File: src/rtl/fetch_ctrl.sv
// rtl/fetch_ctrl.sv - instruction fetch controller: PC sequencing, single-outstanding imem request, output holding register
module fetch_ctrl #(
   parameter int               WIDTH    = 5,
   parameter logic [WIDTH-1:0] RESET_PC = '0
) (
   input  logic             clk,
   input  logic             rst,
   input  logic             run,
   input  logic             br_valid,
   input  logic [WIDTH-1:0] br_target,
   input  logic             stall,
   output logic             imem_req,
   output logic [WIDTH-1:0] imem_addr,
   input  logic             imem_ack,
   input  logic [31:0]      imem_rdata,
   output logic             instr_valid,
   output logic [31:0]      instr,
   output logic [WIDTH-1:0] instr_pc,
   output logic             busy
);

   typedef enum logic [1:0] {
      S_IDLE     = 2'd0,
      S_FETCH    = 2'd1,
      S_WAIT_OUT = 2'd2
   } state_t;

   state_t           state_q, state_d;
   logic [WIDTH-1:0] pc_q, pc_d;
   logic [31:0]      instr_q, instr_d;
   logic [WIDTH-1:0] instr_pc_q, instr_pc_d;
   logic             instr_valid_q, instr_valid_d;

   // State register; reset wins over any coincident ack or redirect
   always_ff @(posedge clk) begin
      if (rst) begin
         state_q       <= S_IDLE;
         pc_q          <= RESET_PC;
         instr_q       <= '0;
         instr_pc_q    <= '0;
         instr_valid_q <= 1'b0;
      end else begin
         state_q       <= state_d;
         pc_q          <= pc_d;
         instr_q       <= instr_d;
         instr_pc_q    <= instr_pc_d;
         instr_valid_q <= instr_valid_d;
      end
   end

   // Next-state and PC sequencing: redirect beats ack, stall holds the held word
   always_comb begin
      state_d       = state_q;
      pc_d          = pc_q;
      instr_d       = instr_q;
      instr_pc_d    = instr_pc_q;
      instr_valid_d = instr_valid_q;
      case (state_q)
         S_IDLE: begin
            if (br_valid) begin
               pc_d = br_target;
            end
            if (run) begin
               state_d = S_FETCH;
            end
         end
         S_FETCH: begin
            // A redirect drops any word returning this cycle; the request
            // stays up and simply moves to the new address.
            if (br_valid) begin
               pc_d = br_target;
            end else if (imem_ack) begin
               instr_d       = imem_rdata;
               instr_pc_d    = pc_q;
               instr_valid_d = 1'b1;
               pc_d          = pc_q + WIDTH'(1);
               state_d       = S_WAIT_OUT;
            end
         end
         S_WAIT_OUT: begin
            if (br_valid || !stall) begin
               instr_valid_d = 1'b0;
               state_d       = run ? S_FETCH : S_IDLE;
               if (br_valid) begin
                  pc_d = br_target;
               end
            end
         end
         default: begin
            state_d       = S_IDLE;
            instr_valid_d = 1'b0;
         end
      endcase
   end

   // Outputs come straight from registers
   always_comb begin
      imem_req    = (state_q == S_FETCH);
      imem_addr   = pc_q;
      instr_valid = instr_valid_q;
      instr       = instr_q;
      instr_pc    = instr_pc_q;
      busy        = (state_q != S_IDLE);
   end

endmodule

File: config.mk
export PLATFORM = sky130hd
export DESIGN_NAME = fetch_ctrl
export DESIGN_NICKNAME = d
export VERILOG_FILES = /design/src/rtl/fetch_ctrl.sv
export SDC_FILE = /design/constraint.sdc
export NUM_CORES = 1
export LEC_CHECK = 0
export CAP_MARGIN = 40
export CORE_ASPECT_RATIO = 1.75
export CORE_MARGIN = 1
export CORE_UTILIZATION = 40
export DETAILED_ROUTE_END_ITERATION = 10
export PLACE_DENSITY = 0.89
export SYNTH_ARGS = -nofsm -noshare
export SYNTH_HDL_FRONTEND = slang
export SYNTH_SLANG_ARGS = --single-unit
File: constraint.sdc
create_clock -name clk -period 1.55 [get_ports clk]
set_clock_uncertainty 0.1 [all_clocks]
set_input_delay 0.2325 -clock clk [delete_from_list [all_inputs] [get_ports clk]]
set_output_delay 0.2325 -clock clk [all_outputs]
set_load 0.02 [all_outputs]
==> results.rst <==
.. list-table::
   :header-rows: 1

   * - Metric
     - Value
   * - Outcome
     - complete, no violations
   * - Final standard cell count with taps included and fillers excluded
     - about 370
   * - Number of cells on the worst hold path
     - 2
   * - Vias in the first global route
     - 1700
   * - Sw frac
     - approximately 22%
   * - Share of flip-flops with an asynchronous set or reset after synthesis
     - 0%
   * - Floorplan Core Area
     - 4400 sq um
   * - DIE WIDTH
     - 53.1 microns
   * - Number of enable flip-flop cells after synthesis
     - 0
   * - Per-cell via count in the routed design
     - 4.96
   * - Maximum operating frequency
     - ~660 MHz
   * - Leakage
     - roughly 0.0013 uW
   * - Clock transition time at the flip-flop clock pins of the worst setup and hold paths
     - 0.08 ns
   * - Number of sinks on the clock net
     - 45
   * - Commonest register cell after synthesis
     - dfxtp_1
   * - Power, Total
     - around 2600 uW
   * - Largest cells by area after synthesis
     - dfxtp_1 49%, nand2_1 16%, a21oi_1 11%
   * - Setup-failing EPs final
     - 0
   * - Sequential-to-total area share from yosys stat
     - between 40 and 50%
   * - Boundary pin count
     - 88
   * - Hold buffers post-CTS
     - 0
   * - Worst-case headroom to the max-slew limit
     - 81.3%
   * - Antenna Cells
     - 0
   * - Pre-CTS worst setup slack
     - -0.231 ns
   * - Total of buffers placed on input and output ports
     - 87
   * - Leading post-synthesis cells by instance count
     - 76 x nand2_1, 45 x dfxtp_1, 40 x a21oi_1, 5 x buf_2, 5 x inv_1
   * - # fillers
     - 392
   * - Register area
     - 903 sq um
   * - Net Sw Power
     - a little under 600 uW
   * - Final hold violation count
     - 0
   * - Synthesis warning total
     - 0
   * - Critical path startpoint category
     - flop
   * - P_int
     - 2060 uW
   * - Proportion of layout cells with a drive suffix above 1
     - roughly 11%
   * - Inst Count DP
     - 358
   * - Area growth from synthesis to layout
     - 58.9%
   * - Pre-antenna DRT Iters
     - 4
   * - Max clock buf depth
     - 2
   * - RSZ-0062 raised after global routing
     - false
   * - Cell at the root of the clock tree
     - clkbuf_8
   * - Fraction of post-synthesis cell area in the top cell type by area
     - 49.3%
   * - Inserted Clock Buffers
     - 5
   * - PwrDens
     - about 910 nW/um^2
   * - Part of the total power dissipated in the clock network
     - 38.5%
   * - Highest fanout seen on the critical path
     - 3
   * - Worst min-delay path category
     - input pin to flop
   * - TritonCTS clock tree
     - built
   * - Wire length of the first global-routing pass
     - about 7300 microns
   * - Synth Cell Area
     - 1830 sq um
   * - Post-synthesis cell count
     - 219
   * - Number of antenna violations at the first check in global routing
     - 0
   * - NumNets Final
     - 358
   * - Transition time of the tightest slew-check pin
     - approximately 0.28 ns
   * - Residual DRC count
     - 0
   * - Clock period minus final worst setup slack
     - around 1.5 ns
   * - H-tree level count
     - 2
   * - R2r endpoint
     - imem_addr[0]
   * - Worst setup EP type
     - output pin
   * - Die Height
     - ~90 microns
   * - Number of nets in the synthesized netlist
     - 263
   * - Cell type with the highest aggregate area in the netlist
     - dfxtp_1
   * - Post-route worst setup slack
     - 0.0440 ns
   * - Worst path arrival time
     - 1.17 ns
   * - Wire per inst
     - 12.3 microns
   * - Register share of total power
     - between 40 and 50%
   * - Proportion of power drawn by combinational gates
     - about 15%
   * - Standard-cell rows
     - 32
   * - Worst R2R Start
     - state_q[0]
   * - Die area
     - 4850 sq um
   * - WS Path Type
     - flop to output pin
   * - Effective utilization at floorplan
     - 41.5%
   * - Residual overflow from global routing
     - 0
   * - Depth of the worst register-to-register path
     - 4
   * - Hold path startpoint
     - br_valid
   * - Final wirelength
     - 4520 microns
   * - Remaining antenna violation count after routing
     - 0
   * - Hold Path End
     - state_q[1]
   * - Maximum number of pins on one net before global-route repair
     - 38
   * - Final-report max-slew violation count
     - 0
   * - Number of synthesized register bits
     - 45
   * - Skew-Pair Late Insertion Delay
     - 0.29 ns
   * - Required @ worst endpoint
     - 1.22 ns
   * - Final weighted congestion of routability-driven global placement
     - 0.813
   * - Portion of the clock cycle consumed by the worst path in the final layout
     - 97.2%
   * - Average cell area after synthesis
     - about 8.3 sq um
   * - Reported max-cap violation count
     - 0
   * - Total routing usage reported by global routing
     - 19.6%
   * - Post-CTS setup buffer count
     - 0
   * - Post-detailed-placement half-perimeter wirelength
     - 3320 microns
   * - Number of distinct library cells after synthesis
     - 35
   * - Register-to-register setup slack
     - 0.06 ns
   * - VDD IR-drop max
     - 0.000707 V
   * - Vias
     - 1814
   * - Most frequent cell after synthesis
     - nand2_1
   * - Initial DRC count
     - 25
   * - Area occupied by multi-input gates
     - 792 sq um
kinds of logic after synthesis:
kind of cell / Yosys count / share of synthesized area [%]
mux: 4 / 2.19
fa+ha+maj: 1 / 0.684
buf+inv: 21 / 7.39
compound gates: 54 / 17.1
simple gates: 94 / 23.3
flops: 45 / 49.3
cell usage in the layout (no fill, tap or decap), drive strengths merged, types with 2 or more instances in the layout:
| cell | netlist | routed |
|---|---|---|
| a211oi | 4 | 4 |
| a21o | 2 | 2 |
| a21oi | 40 | 40 |
| and4b | 2 | 2 |
| buf | 12 | 18 |
| bufinv | 0 | 2 |
| clkbuf | 3 | 5 |
| clkdlybuf4s50 | 0 | 40 |
| dfxtp | 45 | 45 |
| dlygate4sd2 | 0 | 44 |
| dlymetal6s2s | 1 | 2 |
| inv | 5 | 5 |
| mux2i | 4 | 4 |
| nand2 | 76 | 76 |
| nand3 | 2 | 2 |
| nor2 | 2 | 2 |
| o32ai | 3 | 3 |
registers in the layout (all words and copies together), names as in the netlist:
register     cells
instr           32
imem_addr        5
instr_pc         5
state_q          2
instr_valid      1
worst max path at each step:
stage                     startpoint      endpoint  slack, ns  cells after the start
after floorplan           state_q[0]  imem_addr[0]       0.16                      4
after global placement      br_valid  imem_addr[0]      -0.20                      4
after detailed placement    br_valid  imem_addr[0]      -0.23                      4
after CTS                 state_q[1]      imem_req      0.008                      2
after global routing      state_q[0]      imem_req      0.005                      2
final                     state_q[1]      imem_req       0.04                      2
critical path: stages, from the launching register on:
cell	delay, ns
dfxtp_2	0.34
and2b_2	0.23
dlygate4sd2_1	0.32
stage by stage:
step | area, sq um | TNS [ns] | util (%) | hold WS [ns]
2_1_floorplan | 1830 | 0 | - | 0.212
3_3_place_gp | 2820 | -7.05 | 64.1 | 0.339
3_5_place_dp | 2820 | -8.36 | 64.1 | 0.343
4_1_cts | 2910 | 0 | 66.0 | 0.353
5_1_grt | 2910 | 0 | 66.0 | 0.205
6_report | 2910 | 0 | 66.0 | 0.192
power by group through the flow:
stage	clock (uW)	combinational [uW]	sequential, uW
after floorplan	0	145	1290
after global placement	0	431	1250
final	1020	408	1220
after CTS	1050	412	1220
after detailed placement	0	437	1250
after global routing	1090	441	1230
area by class of cell:
cell class,count,share of cell area [%]
clock buffer,5,2.37
clock inverter,3,2.24
inverter,5,0.646
multi-input combinational,153,27.3
sequential,45,31.1
tap,51,2.20
timing repair buffer,104,34.2
what timing repair did:
item / 4_1_cts / 5_1_grt
hold endpoints to repair: 0 / 0
gates resized for setup: 48 / 4
setup endpoints to repair: 45 / 6
pin swaps: 0 / 2
per-layer routing:
metal / part of all wire, % / global-route usage, % / vias up
met5: 0 / 0 / -
met4: 2.2 / 8.99 / 0
met3: 5.5 / 4.52 / 10
met2: 53 / 34.7 / 61
met1: 39 / 20.5 / 819
li1: - / - / 924
(Power assumes the default switching activity.)
